File: src/rtl/stream_demux_1x2.sv
// One-input, two-output stream demultiplexer with an in-order FIFO and head-of-line blocking.
// Define STREAM_DEMUX_SKID_EN for a 2-deep buffer with a registered in_ready_o.
module stream_demux_1x2 #(
    parameter int DATA_WIDTH = 8
) (
    input  logic                  clk_i,
    input  logic                  rst_i,
    input  logic                  in_valid_i,
    output logic                  in_ready_o,
    input  logic [DATA_WIDTH-1:0] in_data_i,
    input  logic                  in_sel_i,
    output logic                  out0_valid_o,
    input  logic                  out0_ready_i,
    output logic [DATA_WIDTH-1:0] out0_data_o,
    output logic                  out1_valid_o,
    input  logic                  out1_ready_i,
    output logic [DATA_WIDTH-1:0] out1_data_o,
    output logic [1:0]            count_o
);

    // Encoding equals occupancy so count_o is the state itself.
    typedef enum logic [1:0] {
        EMPTY = 2'd0,
        ONE   = 2'd1,
        TWO   = 2'd2
    } state_e;

    typedef struct packed {
        logic [DATA_WIDTH-1:0] data;
        logic                  sel;
    } beat_t;

    state_e state_q, state_d;
    beat_t  head_q, head_d;
    beat_t  in_beat;
    logic   push, pop;

`ifdef STREAM_DEMUX_SKID_EN
    beat_t tail_q, tail_d;
    logic  in_ready_q, in_ready_d;
`else
    logic  ready_en_q;
`endif

    assign in_beat = {in_data_i, in_sel_i};

    assign out0_valid_o = (state_q != EMPTY) && !head_q.sel;
    assign out1_valid_o = (state_q != EMPTY) &&  head_q.sel;
    assign out0_data_o  = out0_valid_o ? head_q.data : '0;
    assign out1_data_o  = out1_valid_o ? head_q.data : '0;
    assign count_o      = state_q;

    assign pop  = (out0_valid_o && out0_ready_i) || (out1_valid_o && out1_ready_i);
    assign push = in_valid_i && in_ready_o;

`ifdef STREAM_DEMUX_SKID_EN
    assign in_ready_o = in_ready_q;
`else
    // The single slot frees up in the same cycle the head leaves.
    assign in_ready_o = ready_en_q && ((state_q == EMPTY) || pop);
`endif

    always_comb begin
        // NOTE: every variable gets a default first so no path leaves it unassigned (no latch).
        state_d = state_q;
        head_d  = head_q;
`ifdef STREAM_DEMUX_SKID_EN
        tail_d  = tail_q;
`endif
        case (state_q)
            EMPTY: begin
                if (push) begin
                    state_d = ONE;
                    head_d  = in_beat;
                end
            end
            ONE: begin
                if (pop && push) begin
                    head_d = in_beat;
                end else if (pop) begin
                    state_d = EMPTY;
                    head_d  = '0;
`ifdef STREAM_DEMUX_SKID_EN
                end else if (push) begin
                    state_d = TWO;
                    tail_d  = in_beat;
`endif
                end
            end
`ifdef STREAM_DEMUX_SKID_EN
            TWO: begin
                if (pop) begin
                    state_d = ONE;
                    head_d  = tail_q;
                    tail_d  = '0;
                end
            end
`endif
            default: begin
                state_d = EMPTY;
                head_d  = '0;
            end
        endcase
`ifdef STREAM_DEMUX_SKID_EN
        in_ready_d = (state_d != TWO);
`endif
    end

    // NOTE: the stored beats are reset too, so a discarded beat can never reappear on an output.
    always_ff @(posedge clk_i or posedge rst_i) begin
        if (rst_i) begin
            state_q    <= EMPTY;
            head_q     <= '0;
`ifdef STREAM_DEMUX_SKID_EN
            tail_q     <= '0;
            in_ready_q <= 1'b0;
`else
            ready_en_q <= 1'b0;
`endif
        end else begin
            // NOTE: non-blocking assignments so every flop samples pre-edge values.
            state_q    <= state_d;
            head_q     <= head_d;
`ifdef STREAM_DEMUX_SKID_EN
            tail_q     <= tail_d;
            in_ready_q <= in_ready_d;
`else
            ready_en_q <= 1'b1;
`endif
        end
    end

endmodule

File: config.mk
export PLATFORM = sky130hd
export DESIGN_NAME = stream_demux_1x2
export DESIGN_NICKNAME = d
export VERILOG_FILES = /design/src/rtl/stream_demux_1x2.sv
export SDC_FILE = /design/constraint.sdc
export NUM_CORES = 1
export LEC_CHECK = 0
export CELL_PAD_IN_SITES_DETAIL_PLACEMENT = 1
export CELL_PAD_IN_SITES_GLOBAL_PLACEMENT = 1
export CORE_MARGIN = 2
export CORE_UTILIZATION = 25
export DETAILED_ROUTE_END_ITERATION = 8
export MAX_ROUTING_LAYER = met4
export PLACE_DENSITY_LB_ADDON = 0.1
export SLEW_MARGIN = 15
export SYNTH_ARGS = -nofsm -noshare
export SYNTH_HDL_FRONTEND = slang
export SYNTH_SLANG_ARGS = --single-unit
File: constraint.sdc
create_clock -name clk_i -period 1.42 [get_ports clk_i]
set_input_delay 0.142 -clock clk_i [delete_from_list [all_inputs] [get_ports clk_i]]
set_output_delay 0.142 -clock clk_i [all_outputs]
set_load 0.02 [all_outputs]
# Word level (Yosys, flattened, before mapping)
# Index checks and enable logic that the tools add are counted.
[totals]
wordCells = 33
output_inout_bits = 21
regBits = 12
input_bits = 14
[classes]
eq_ne = 5
n_mux = 10
n_reduce_logical = 14
[op_table]
columns = ["cell", "count"]
rows = [
  ["2-to-1 mux 9 bit", 3],
  ["one-hot mux 9 bit (2 select lines)", 1],
  ["2-to-1 mux 8 bit", 2],
  ["logical AND 1 bit", 7],
  ["2-to-1 mux 2 bit", 3],
  ["!= test 2 bit, second input constant", 3],
  ["one-hot mux 2 bit (2 select lines)", 1],
  ["!= test 3 bit, second input constant", 1],
  ["AND reduction 3 bit", 1],
  ["== test 2 x 1 -> 1 bit, second input constant", 1],
  ["zero test 2 bit", 1],
  ["logical OR 1 bit", 2],
  ["AND reduction 2 bit", 1],
  ["nonzero test 2 bit", 1],
  ["zero test 1 bit", 1],
]

# Depth between registers and ports, before layout
# Gate-level depths: netlist of run 1.
[logic_depth]
depth_word = 10
ltp_mapped = 4
depth_no_buf = 3

# Least setup slack after synthesis of run 1
# No wires, ideal clock.
[synth_path]
path_kind = "reg2out"
from = "register state_q[0] (netlist: count_o[0])"
to = "output out0_data_o[0]"
slack_ps = -269
path_buffers = 0
stages_incl_launch_ff = 4
t_arrival_ps = 1547
required_ps = 1278
path_cell_list = "dfrtp_1 -> clkinv_1 -> nor2_1 -> and2_1"
[synth_via]
elab_chain_len = 3
[synth_lines]
columns = ["element", "line_no", "rtl"]
rows = [
  ["from (decl)", "33", "state_e state_q, state_d;"],
  ["from (signal assigned)", "122", "state_q <= state_d;"],
  ["nonzero test 2 bit", "47", "assign out0_valid_o = (state_q != EMPTY) && !head_q.sel;"],
  ["logical AND 1 bit", "47", ""],
  ["via out0_valid_o", "12", "output logic out0_valid_o,"],
  ["2-to-1 mux 8 bit", "49", "assign out0_data_o = out0_valid_o ? head_q.data : '0;"],
  ["to (decl)", "14", "output logic [DATA_WIDTH-1:0] out0_data_o,"],
]
# The timed path passes the listed nets, and every way through them passes these cells.

# Worst setup path after layout of run 1
[layout_path]
from = "register head_q[0] (netlist bit)"
to = "output in_ready_o"
[layout_via]
elab_chain_len = 6
elab_cells_between_ends = 8
classes_between = "8 x reduce/logical"
[layout_lines]
columns = ["element", "line_no", "rtl"]
rows = [
  ["from (decl)", "34", "beat_t head_q, head_d;"],
  ["from (signal assigned)", "113", "head_q <= '0;"],
  ["from (signal assigned)", "123", "head_q <= head_d;"],
  ["zero test 1 bit", "47", ""],
  ["logical AND 1 bit", "47", ""],
  ["logical AND 1 bit", "53", "assign pop = (out0_valid_o && out0_ready_i) || (out1_valid_o && out1_ready_i);"],
  ["logical OR 1 bit *", "53", ""],
  ["logical OR 1 bit *", "60", "assign in_ready_o = ready_en_q && ((state_q == EMPTY) || pop);"],
  ["logical AND 1 bit *", "60", ""],
  ["to (decl)", "9", "output logic in_ready_o,"],
]
# Every way passes the cells marked *; elsewhere a longest branch is shown, timed or not.

==> results of run 1 <==
kinds of logic after synthesis:
family                 share of synthesized area (%)
AND/OR/NAND/NOR                                 28.4
flip-flops                                      39.3
AO/OA/AOI/OAI                                   13.8
multiplexers                                    13.2
buffers and inverters                           4.28
other                                           1.07
cells in the mapped netlist:
| cell | instances |
|---|---|
| nand2_1 | 4 |
| and2_1 | 12 |
| dfrtp_1 | 11 |
| clkinv_1 | 1 |
| nor2_1 | 2 |
| clkbuf_1 | 4 |
| a22oi_1 | 1 |
| and3_1 | 8 |
| a32o_1 | 2 |
| buf_4 | 1 |
| mux2i_2 | 1 |
| nand2b_1 | 1 |
| mux2_2 | 7 |
| a221o_1 | 6 |
| o32ai_1 | 1 |
| conb_1 | 2 |
| inv_1 | 1 |
| nor3b_1 | 6 |
per-layer routing:
| layer | up-vias | part of all wire (%) |
|---|---|---|
| met5 | - | 0 |
| met4 | 0 | 0.96 |
| met3 | 2 | 5.7 |
| met2 | 33 | 46 |
| met1 | 357 | 48 |
| li1 | 355 | - |
where the power goes:
| part | total (mW) | internal, mW | switching (mW) |
|---|---|---|---|
| clock | 0.217 | 0.108 | 0.108 |
| combinational | 0.580 | 0.329 | 0.251 |
| sequential | 0.437 | 0.372 | 0.0651 |
| total | 1.23 | 0.809 | 0.424 |
flip-flops by register name (all words and copies together) (netlist names):
signal      flops
head_q          9
ready_en_q      1
count_o         1
cells in the final DEF (no fill, tap or decap), types with 2 or more instances in the layout:
cell / count
and2_4: 8
a221o_1: 6
dfrtp_1: 11
buf_4: 13
and3_4: 7
a32o_1: 2
nor3b_1: 4
and2_1: 4
mux2_2: 7
buf_6: 18
buf_2: 2
conb_1: 2
clkdlybuf4s50_1: 13
nor2_4: 2
nand2_1: 3
nor3b_2: 2
clkbuf_4: 3
worst paths after layout:
kind | from | to | slack (ns)
worst min register to register | head_q[7] | head_q[7] | 0.57
max in group asynchronous | rst_i | head_q[7] | 0.93
min in group clk_i | in_data_i[7] | head_q[8] | 0.51
worst max-delay path | head_q[0] | in_ready_o | -0.06
worst max register to register | head_q[0] | head_q[3] | -0.01
worst min-delay path | rst_i | ready_en_q | 0.18
critical path, stage by stage (launching register included):
cell and delay (ns):
dfrtp_1 0.43, mux2i_2 0.26, nand2_1 0.11, and2_4 0.15
buf_6 0.12
repair_timing:
action,CTS,global route
endpoints found under the hold margin,0,0
resized for setup,101,32
pin swaps,7,7
setup endpoints to repair,26,23
buffers inserted,2,0
cloned,0,2
final cells by class:
cell class                      count  area share [%]
Timing Repair Buffer               48            36.1
Multi-Input combinational cell     54            37.1
Tap cell                           31            2.98
Inverter                            2           0.674
Clock buffer                        4            2.02
Sequential cell                    11            21.2
metrics by stage:
step | total power, mW | cells | setup TNS, ns | hold WS [ns]
2_1_floorplan | 0.688 | 71 | 0 | -0.00556
6_report | 1.23 | 150 | -0.161 | 0.178
4_1_cts | 1.16 | 148 | -0.180 | 0.188
3_5_place_dp | 0.926 | 142 | -5.10 | 0.483
5_1_grt | 1.32 | 150 | -0.594 | 0.219
3_3_place_gp | 0.913 | 142 | -4.50 | 0.476
==> metrics, run 1 <==
worst setup margin -0.0585 ns; Hold Path Class primary input to asynchronous set/reset pin; RD Place Congestion 0.758; FF/Latch Area between 200 and 300 sq um; # DRC 0; initial antenna violation count 0; syn nets 85; Starting Density 25.9%; met2 usage about 22%; Yosys reg bits 11; H-tree levels 1; number of inserted diodes 0; status finished with violations; Final Critical Period 1.48 ns; Synth cell types 18; Clock Tree Buf Depth 2; share of layout cells above drive strength 1 ~55%; R2R cell count 5; CORE AREA between 0.002 and 0.003 sq mm; routed vias/inst around 5.0; Chip Width between 50 and 60 um; clock net sink count 11; GRT Overall Usage 14.5%; met1 usage 19.3%; Synth area leaders dfrtp_1 39%, mux2_2 11%, and2_1 11%; Req. time, crit path around 1.3 ns; M3 GR Usage ~2.3%; via count 747; Syn Inst Count between 70 and 80; Avg Cell Area, Syn about 9.9 sq um; Top Usage Layer GRT met2; area of the multi-input gates a little under 500 sq um; crit share post-route 104%; row count 19; WL final about 2200 um; PwrDens around 950 mW/mm^2; WL/cell 14.5 um; CP Capture Type output pin; placed inst area 0.00115 sq mm; clock skew about 0.0031 ns; DP HPWL around 1600 um; failing checks negative setup slack; Leakage 0.591 nW; CTS clk-pin slew, worst paths approximately 0.08 ns; max_cap viols 0; Layout area overhead 85.5%; hold violation count in the final report 0; first-pass GRT wire length 3620 um; 1st-iter DRT viols 16; Num CTS Buffers 3; Max Slew Vio Count 0; f_max between 600 and 700 MHz; final setup vio count 8; die footprint around 0.0032 sq mm; final instance area 0.00130 sq mm; post-route antenna net violation count 0; I/O pins 35; startpoint types flip-flop; Synth Cell Area 701 sq um; Yosys Warn Count 0; post-place setup slack -0.270 ns; Final Util 48.0%; latest clock arrival within the worst-skew pair between 0.2 and 0.3 ns; VDD IR max 0.622 mV; Yosys top cell by area dfrtp_1; CTS tree yes; hold_buf cts 0; worst path arrival time between 1 and 1.5 ns; clk root buf clkbuf_4; input/output buffers 33; crit-path max FO 3; fillers ~310; pin count of the biggest net entering global routing 14; DRT Pass-1 Iters 4; proportion of synthesized chip area in sequential cells approximately 40%; layout net count between 100 and 150; RSZ-0062 raised after global routing yes; DIE HEIGHT roughly 57 um; Synth top area share about two fifths; gr ovfl total 0; Crit Path Class flip-flop to output pin; number of global-route vias before repair about 740
Power figures use the tool's default switching activity.
==> inputs of run 2 (changes only) <==
Settings changed: GPL_TIMING_DRIVEN set to 1.
==> results of run 2 <==
The final DEF is identical to that of run 1; final timing and power are the same.
==> inputs of run 3 (changes only) <==
Settings changed: CORE_MARGIN 2 to not set, REMOVE_ABC_BUFFERS set to 1, SLEW_MARGIN 15 to not set.
==> metrics, run 3 (same netlist as run 1, synthesis figures left out) <==
Layout Cells excl Fill 147; post-route antenna net violation count 0; crit share post-route 104%; most frequent cells in the layout 13 x clkdlybuf4s50_1, 13 x buf_6, 10 x dfrtp_1, 10 x buf_2; Starting Density 27.3%; Power Total 1.20 mW; wire length on met2 1200 um; row count 18; # DRC 0; DR top layer met4; Leakage 0.594 nW; CORE AREA 0.00257 sq mm; Num CTS Buffers 3; dpl cells 141; worst path arrival time ~1.3 ns; VDD IR max between 0.5 and 0.6 mV; RSZ-0062 raised after global routing yes; max_cap viols 0; 1st-iter DRT viols 7; startpoint types flip-flop; DIE HEIGHT 54.9 um; H-tree levels 1; Clock Tree Buf Depth 2; crit-path max FO 4; Max Slew Vio Count 0; number of global-route vias before repair a little over 700; met3 routed WL roughly 110 um; Chip Width about 55 um; latest clock arrival within the worst-skew pair between 0.2 and 0.3 ns; pin count of the biggest net entering global routing 16; RD Place Congestion 0.716; Hold Path Class primary input to asynchronous set/reset pin; CTS clk-pin slew, worst paths about 0.080 ns; Final Util a little under half; post-place setup slack -0.277 ns; Crit Path Class flip-flop to output pin; CTS tree yes; via count between 700 and 800; f_max around 680 MHz; first-pass GRT wire length roughly 3400 um; Req. time, crit path 1.28 ns; DP HPWL 1690 um; initial antenna violation count 0; failing checks negative setup slack; share of layout cells above drive strength 1 48.7%; WL final between 2000 and 2500 um; input/output buffers 33; Final Critical Period 1.48 ns; I/O pins 35; clk root buf clkbuf_4; Layout area overhead 71.2%; gr ovfl total 0; CP Capture Type output pin; status finished with violations; worst setup margin -0.0595 ns; GRT Overall Usage between 10% and 20%; WL/cell approximately 15 um; Largest Register head_q; Largest register FFs 9; clock net sink count 11; die footprint approximately 0.003 sq mm; final setup vio count 2; DRT Pass-1 Iters 4; hold_buf cts 0; PwrDens 1000 mW/mm^2; routed vias/inst ~5; clock skew approximately 0.0044 ns; layout net count approximately 130; number of inserted diodes 0; hold violation count in the final report 0; Met1 Wirelength between 900 and 1000 um
run 3: path summary, 6_finish.rpt:
check,start,end,slack [ns],cells after the start
worst min-delay path,rst_i,ready_en_q,0.16,2
worst max register to register,ready_en_q,head_q[4],0,4
max in group asynchronous,rst_i,head_q[0],0.92,2
min in group clk_i,in_data_i[7],head_q[8],0.50,2
worst max-delay path,head_q[0],in_ready_o,-0.06,4
worst min register to register,head_q[3],head_q[3],0.51,1
run 3: layer usage:
layer	global-route usage, %	vias to the layer above
li1	-	349
met4	5.00	0
met5	-	-
met2	30.1	20
met3	4.92	4
met1	19.6	361
run 3: worst max-delay path, stage by stage (launching register included):
cell and delay [ns]:
dfrtp_2 0.44, mux2i_2 0.25, nand2_1 0.11, and2_4 0.15, buf_6 0.12
run 3: through the flow:
step | setup TNS, ns | cell area, sq um | hold WS [ns]
2_1_floorplan | -3.41 | 678 | -0.00556
3_3_place_gp | -3.45 | 1150 | 0.478
3_5_place_dp | -3.99 | 1150 | 0.477
4_1_cts | -0.0915 | 1140 | 0.172
5_1_grt | -0.396 | 1200 | 0.193
6_report | -0.0639 | 1200 | 0.159
run 3: power by group:
part	switching [mW]	internal, mW
sequential	0.0609	0.373
combinational	0.240	0.304
clock	0.116	0.109
total	0.417	0.786
run 3: cell type report:
type	count	area (sq um)
fill	293	1370
multi-input combinational	53	428
timing repair buffer	47	423
sequential	11	277
tap	30	37.5
clock buffer	4	26.3
inverter	2	8.76
run 3: what timing repair did:
item,CTS,global route
pin swaps,3,6
endpoints found under the hold margin,0,0
buffers inserted,2,0
setup endpoints to repair,26,17
resized for setup,87,27
